**config.mk**
```make
export PLATFORM = sky130hd
export DESIGN_NAME = pipe_adder
export DESIGN_NICKNAME = d
export VERILOG_FILES = /design/src/rtl/pipe_adder_pkg.sv /design/src/rtl/pa_chunk.sv /design/src/rtl/pipe_adder.sv
export SDC_FILE = /design/constraint.sdc
export NUM_CORES = 1
export LEC_CHECK = 0
export BUFFER_PORTS_ARGS = -buffer_cell sky130_fd_sc_hd__buf_2
export CAP_MARGIN = 20
export CORE_MARGIN = 2
export CORE_UTILIZATION = 35
export CTS_BUF_LIST = sky130_fd_sc_hd__clkbuf_4
export CTS_CLUSTER_SIZE = 20
export DETAILED_ROUTE_END_ITERATION = 7
export GPL_TIMING_DRIVEN = 0
export PLACE_DENSITY = 0.62
export SYNTH_ARGS = -nofsm -noshare
export SYNTH_HDL_FRONTEND = slang
export SYNTH_HIERARCHICAL = 1
export SYNTH_SLANG_ARGS = --single-unit
```
**constraint.sdc**
```tcl
create_clock -name clk -period 5.29 [get_ports clk]
set_clock_uncertainty 0.2 [all_clocks]
set_input_delay 1.058 -clock clk [delete_from_list [all_inputs] [get_ports clk]]
set_output_delay 1.058 -clock clk [all_outputs]
set_load 0.01 [all_outputs]
```
**src/rtl/pipe_adder_pkg.sv**
```systemverilog
// Shared constants and elaboration helpers for the carry-segmented pipelined adder.
package pipe_adder_pkg;

    localparam logic OP_ADD = 1'b0;
    localparam logic OP_SUB = 1'b1;

    function automatic int chunk_w(input int width, input int stages);
        return width / stages;
    endfunction

    // Legal configuration: every stage resolves the same whole number of bits.
    function automatic bit cfg_ok(input int width, input int stages);
        return (stages >= 1) && (stages <= width) && ((width % stages) == 0);
    endfunction

endpackage

```
**src/rtl/pa_chunk.sv**
```systemverilog
// Combinational W-bit ripple-carry adder slice with carry in/out.
module pa_chunk #(
    parameter int W = 8
) (
    input  logic [W-1:0] a_i,
    input  logic [W-1:0] b_i,
    input  logic         c_i,
    output logic [W-1:0] s_o,
    output logic         c_o
);

    logic [W:0] cy;

    always_comb begin
        cy    = '0;
        s_o   = '0;
        cy[0] = c_i;
        for (int i = 0; i < W; i++) begin
            s_o[i]  = a_i[i] ^ b_i[i] ^ cy[i];
            cy[i+1] = (a_i[i] & b_i[i]) | (cy[i] & (a_i[i] ^ b_i[i]));
        end
        c_o = cy[W];
    end

endmodule

```
**src/rtl/pipe_adder.sv**
```systemverilog
// Pipelined add/subtract: chunk k is resolved in stage k; operand chunks are skewed in,
// result chunks are deskewed out, and the whole pipe advances or freezes together.
module pipe_adder
    import pipe_adder_pkg::*;
#(
    parameter int WIDTH  = 32,
    parameter int STAGES = 4
) (
    input  logic             clk,
    input  logic             rst,
    input  logic             in_valid,
    output logic             in_ready,
    input  logic [WIDTH-1:0] a_in,
    input  logic [WIDTH-1:0] b_in,
    input  logic             c_in,
    input  logic             sub_in,
    output logic             out_valid,
    input  logic             out_ready,
    output logic [WIDTH-1:0] sum_out,
    output logic             c_out,
    output logic             ovf_out
);

    localparam int CHUNK = chunk_w(WIDTH, STAGES);

    if (!cfg_ok(WIDTH, STAGES)) begin : g_bad_cfg
        $error("pipe_adder: WIDTH must be a multiple of STAGES and STAGES in 1..WIDTH");
    end

    logic              adv;
    logic [STAGES-1:0] vld_q;
    logic [STAGES-1:0] cy_w;
    logic [WIDTH-1:0]  sum_w;
    logic [WIDTH-1:0]  b_cond;
    logic              cin_cond;

    assign out_valid = vld_q[STAGES-1];
    assign adv       = ~out_valid | out_ready;
    assign in_ready  = adv;
    assign sum_out   = sum_w;
    assign c_out     = cy_w[STAGES-1];

    // Subtraction folds into addition: A + ~B + 1; c_in is ignored then.
    always_comb begin
        b_cond   = (sub_in == OP_ADD) ? b_in : ~b_in;
        cin_cond = (sub_in == OP_SUB) | c_in;
    end

    // Bubbles travel like beats, so the valid chain is a plain gated shift.
    always_ff @(posedge clk) begin
        if (rst) begin
            vld_q <= '0;
        end else if (adv) begin
            vld_q[0] <= in_valid;
            for (int k = 1; k < STAGES; k++) vld_q[k] <= vld_q[k-1];
        end
    end

    for (genvar k = 0; k < STAGES; k++) begin : g_stg
        localparam int SD = STAGES - k;

        logic [CHUNK-1:0]         a_k;
        logic [CHUNK-1:0]         b_k;
        logic [CHUNK-1:0]         s_k;
        logic                     cin_k;
        logic                     co_k;
        logic                     cy_q;
        logic [SD-1:0][CHUNK-1:0] sd_q;

        if (k == 0) begin : g_head
            assign a_k   = a_in[CHUNK-1:0];
            assign b_k   = b_cond[CHUNK-1:0];
            assign cin_k = cin_cond;
        end else begin : g_skew
            logic [k-1:0][CHUNK-1:0] ad_q;
            logic [k-1:0][CHUNK-1:0] bd_q;

            // Chunk k waits k cycles so it meets the carry from stage k-1.
            always_ff @(posedge clk) begin
                if (rst) begin
                    ad_q <= '0;
                    bd_q <= '0;
                end else if (adv) begin
                    ad_q[0] <= a_in[k*CHUNK +: CHUNK];
                    bd_q[0] <= b_cond[k*CHUNK +: CHUNK];
                    for (int i = 1; i < k; i++) begin
                        ad_q[i] <= ad_q[i-1];
                        bd_q[i] <= bd_q[i-1];
                    end
                end
            end

            assign a_k   = ad_q[k-1];
            assign b_k   = bd_q[k-1];
            assign cin_k = cy_w[k-1];
        end

        pa_chunk #(.W(CHUNK)) u_chunk (
            .a_i (a_k),
            .b_i (b_k),
            .c_i (cin_k),
            .s_o (s_k),
            .c_o (co_k)
        );

        // Partial sum is registered here, then held back until the last chunk lands.
        always_ff @(posedge clk) begin
            if (rst) begin
                sd_q <= '0;
                cy_q <= 1'b0;
            end else if (adv) begin
                sd_q[0] <= s_k;
                cy_q    <= co_k;
                for (int i = 1; i < SD; i++) sd_q[i] <= sd_q[i-1];
            end
        end

        assign cy_w[k]                   = cy_q;
        assign sum_w[k*CHUNK +: CHUNK]   = sd_q[SD-1];

        if (k == STAGES - 1) begin : g_ovf
            logic ovf_q;

            always_ff @(posedge clk) begin
                if (rst) begin
                    ovf_q <= 1'b0;
                end else if (adv) begin
                    ovf_q <= (a_k[CHUNK-1] == b_k[CHUNK-1]) & (s_k[CHUNK-1] != a_k[CHUNK-1]);
                end
            end

            assign ovf_out = ovf_q;
        end
    end

endmodule

```
# After elaboration in Yosys (flattened, before gate mapping)
# Cells that the tools add are included.
[totals]
in_bits = 70
output_inout_bits = 36
elab_cells = 196
register_bits = 185
[op_classes]
eq_ne = 2
bitwise_logic = 165
n_mux = 1
[ops]
columns = ["cell", "count"]
rows = [
  ["$and 1x1->1", 65],
  ["$xor 1x1->1", 64],
  ["$or 1x1->1", 34],
  ["$mux 32", 1],
  ["$not 32->32", 1],
  ["$eq 1x1->1", 1],
  ["$ne 1x1->1", 1],
  ["$not 1->1", 1],
]

# Logic depth before layout (Yosys ltp)
[logic_depth]
word_depth = 19
ltp_mapped = 17

# By module
# The synthesis kept the hierarchy.
[modules_own_cells]
columns = ["mod", "area_per_inst_um2", "instances", "cells_per_inst"]
rows = [
  ["pipe_adder", 7046.8, 1, 841],
  ["pa_chunk", 197.7, 4, 18],
]

# Worst setup path before layout
# OpenSTA, ideal clock, no wires.
[synth_path]
path_type = "input -> register"
from = "input sub_in"
to = "register g_stg[0].sd_q[7] in the netlist's numbering"
n_path_buf = 2
path_stages = 17
setup_slack_ns = 0.214
arrival_ns = 4.806
path_cell_list = "buf_4 buf_4 or2_2 fa_1 inv_1 fa_1 inv_1 fa_1 fa_1 fa_1 fa_1 fa_1 inv_1 fa_1 inv_1 nand2_1 a21oi_1"
[synth_via]
word_cells_on_any_way = 32
cone_classes = "mux: 1; bitwise: 31"
[synth_rtl]
columns = ["item", "line", "rtl"]
rows = [
  ["start: declaration", "pipe_adder.sv:16", "input logic sub_in,"],
  ["$or 1x1->1", "pipe_adder.sv:46", "cin_cond = (sub_in == OP_SUB) | c_in;"],
  ["named net cin_cond", "pipe_adder.sv:35", "logic cin_cond;"],
  ["$and 1x1->1", "pa_chunk.sv:20", "cy[i+1] = (a_i[i] & b_i[i]) | (cy[i] & (a_i[i] ^ b_i[i]));"],
  ["$or 1x1->1", "pa_chunk.sv:20", ""],
  ["$and 1x1->1", "pa_chunk.sv:20", ""],
  ["$or 1x1->1", "pa_chunk.sv:20", ""],
  ["$and 1x1->1", "pa_chunk.sv:20", ""],
  ["$or 1x1->1", "pa_chunk.sv:20", ""],
  ["[... 2 more ...]", "--", ""],
  ["$and 1x1->1", "pa_chunk.sv:20", ""],
  ["$or 1x1->1", "pa_chunk.sv:20", ""],
  ["$and 1x1->1", "pa_chunk.sv:20", ""],
  ["$or 1x1->1", "pa_chunk.sv:20", ""],
  ["$and 1x1->1", "pa_chunk.sv:20", ""],
  ["$or 1x1->1", "pa_chunk.sv:20", ""],
  ["$xor 1x1->1", "pa_chunk.sv:19", "s_o[i] = a_i[i] ^ b_i[i] ^ cy[i];"],
  ["named net g_stg[0].s_k[7]", "pipe_adder.sv:64", "logic [CHUNK-1:0] s_k;"],
  ["end: declaration", "pipe_adder.sv:68", "logic [SD-1:0][CHUNK-1:0] sd_q;"],
]
# The timed path passes the listed nets, and every way through them passes these cells.
# A chain may end at the register's enable or synchronous reset.

# Worst setup path after layout
# Ends and elaborated chain as after synthesis.

==> run metrics <==
CP Class in -> reg; Slew Viols, Final 0; Crit Reg-Reg Startpoint g_stg[3].a_k[0]; fraction of layout cells with a size suffix above 1 22.0%; Seq cells post-synth 185; critical-path cell list buf_4 -> buf_4 -> or2_2 -> fa_1 -> inv_1 -> fa_1 -> inv_1 -> fa_1 -> fa_1 -> fa_1 -> fa_1 -> fa_1 -> inv_1 -> fa_1 -> inv_1 -> nand2_1 -> a21oi_1; Cell Area, Synth 0.00784 sq mm; worst relative slew slack 49.3%; RSZ-0062 raised after global routing no; Worst R2R Setup Slack 0.69 ns; Crit-path slowest cell fa_1; Final ANT Viol Nets 0; Vias 5,892; DR WL/cell 12.8 um; synth top area cells dfxtp_1 (47%), nand2_1 (15%), a21oi_1 (10%); crit share post-route 88.7%; worst reg-to-reg path cell count 14; nature of the critical path startpoint input port; hold_buf cts 0; Post-synth top flop dfxtp_1; Die Ht 154 um; EDFF count, synth 0; Cells after Synth 913; Port Buffers 103; ys async rst share 0%; Synth top cells by count nand2_1 (318), dfxtp_1 (185), a21oi_1 (159); share of the synthesized area in the top cell type 47.3%; Initial Util 35.8%; largest net degree at the start of global routing 17; non-filler cells, final 1,326; antenna violations before repair 1; CP Capture Type flop; final setup vio count 0; Resized cells post-CTS 0; Hold Slack 0.246 ns; Post-Syn Area per Cell 8.58 sq um; die width 154 um; placed insts 1,296; DRT iter0 DRCs 287; sequential area share after synthesis 47.3%; final global-route overflow total 0; Tmin final 4.69 ns; YS warnings 6; Hold EP g_stg[1].sd_q[8]; worst r2r dst ovf_out; syn nets 1,015; drt first pass iters 5; setup TNS 0 ns; Total GRT Usage 14.6%; max cap viols 0; first-pass GRT wire length 27,800 um; most frequent cell after synthesis nand2_1; hpwl dp 12,500 um; total CTS buffers 17; measured slew at the worst slew-check pin 0.761 ns; HP Start g_stg[1].sd_q[0]; PwrDens 283 mW/mm^2; crit path DAT 4.99 ns; Top-Level Pins 106; clk sinks 185; Max Freq 213 MHz; H-tree lvl count 4; pre-CTS WS 0.00827 ns; final hold vios 0; TritonCTS clock tree done; leakage power 3.80 nW; core area 0.0219 sq mm; vias in the first global route 5,645; status finished clean; Synth area leader dfxtp_1; DRC Markers 0; final worst slack 0.600 ns; CP startpoint sub_in; Max stage delay on crit path 0.41 ns; clk_lat worst skew 0.56 ns; Hold Crit Depth 2; Critical Path Most Common Cell fa_1; CTS max path bufs 2; vias per cell 4.44; crit path max fanout 10; Area Overhead vs Synth 14.1%; Post CTS Setup Buffer Count 0; VDD IR-drop max 0.000107 V; Worst EP required 5.59 ns; worst hold path type reg -> reg; clock root buffer clkbuf_4; RePlAce Congestion 0.752; synth unique cells 21; register clock-pin slew on the reported worst setup and hold paths 0.15 ns; die area 0.0236 sq mm; Total Wirelength 16,900 um; Final Net Count 1,137; Core Rows 54
-- where the power goes --
part	internal (mW)	switching [mW]	leakage, nW
sequential	1.49	0.0525	1.52
combinational	0.139	0.159	2.15
clock	0.224	0.470	0.125
total	1.85	0.682	3.80
-- sequential cells by signal, indices dropped and copies added, names as in the netlist --
name               cells
g_stg.sd_q            56
g_stg.a_k             24
g_stg.b_k             24
g_stg.g_skew.ad_q     24
g_stg.g_skew.bd_q     24
sum_out               24
vld_q                  4
g_stg.cy_q             3
c_out                  1
ovf_out                1
-- worst max-delay path, delay by kind of cell --
family / cells / cell delay, ns
compound gates: 1 / 0.12
fa+ha+maj: 8 / 2.84
buf+inv: 6 / 0.62
simple gates: 2 / 0.36
-- worst max path at each step --
stage | end | depth (start not counted)
2_1_floorplan | g_stg[0].sd_q[7] | 17
3_3_place_gp | g_stg[0].sd_q[7] | 17
3_5_place_dp | g_stg[0].sd_q[7] | 17
4_1_cts | g_stg[0].sd_q[7] | 17
5_1_grt | g_stg[0].sd_q[7] | 17
6_report | g_stg[0].sd_q[7] | 17
-- cells by family after synthesis --
group / count (synthesis) / synth area share [%]
DFF: 185 / 47.3
buffers and inverters: 131 / 9.83
adders and majority gates: 32 / 8.17
AOI/OAI and AO/OA: 184 / 14.2
and+or+nand+nor: 349 / 17.0
xor gates and xnor gates: 32 / 3.58
-- through the flow --
step	utilization, %	area [sq um]	total power [mW]
2_1_floorplan	-	7840	1.77
6_report	40.8	8940	2.53
3_3_place_gp	39.8	8700	1.87
4_1_cts	40.8	8940	2.57
3_5_place_dp	39.8	8700	1.87
5_1_grt	40.8	8940	2.67
-- routing by layer --
| layer | track usage, % | vias to the layer above | wire, um |
|---|---|---|---|
| li1 | - | 3098 | - |
| met4 | 4.37 | 0 | 208 |
| met2 | 23.2 | 99 | 7780 |
| met3 | 3.49 | 12 | 623 |
| met1 | 19.6 | 2683 | 8310 |
| met5 | 0 | - | 0 |
-- cells in the final DEF (no fill, tap or decap), types with 2 or more instances in the layout --
cell / Yosys / layout
buf_6: 16 / 16
nand2_1: 318 / 318
a211oi_2: 24 / 24
buf_1: 4 / 4
buf_2: 19 / 122
nor2_1: 27 / 27
clkbuf_4: 2 / 19
fa_1: 32 / 32
dfxtp_1: 185 / 185
xor2_1: 8 / 8
clkbuf_1: 15 / 15
xnor2_1: 24 / 24
a21oi_1: 159 / 159
clkinv_4: 0 / 4
clkinv_1: 0 / 2
clkinv_2: 0 / 2
buf_4: 34 / 34
inv_1: 40 / 40
clkinvlp_4: 0 / 2
-- area by class of cell --
type,count,area [sq um]
antenna,1,2.50
buffer,90,617
clock buffer,17,128
clock inverter,12,106
fill,2286,13000
inverter,41,154
multi-input combinational,597,3360
sequential,185,3700
tap,280,350
timing repair buffer,103,515
(Power assumes the default switching activity.)
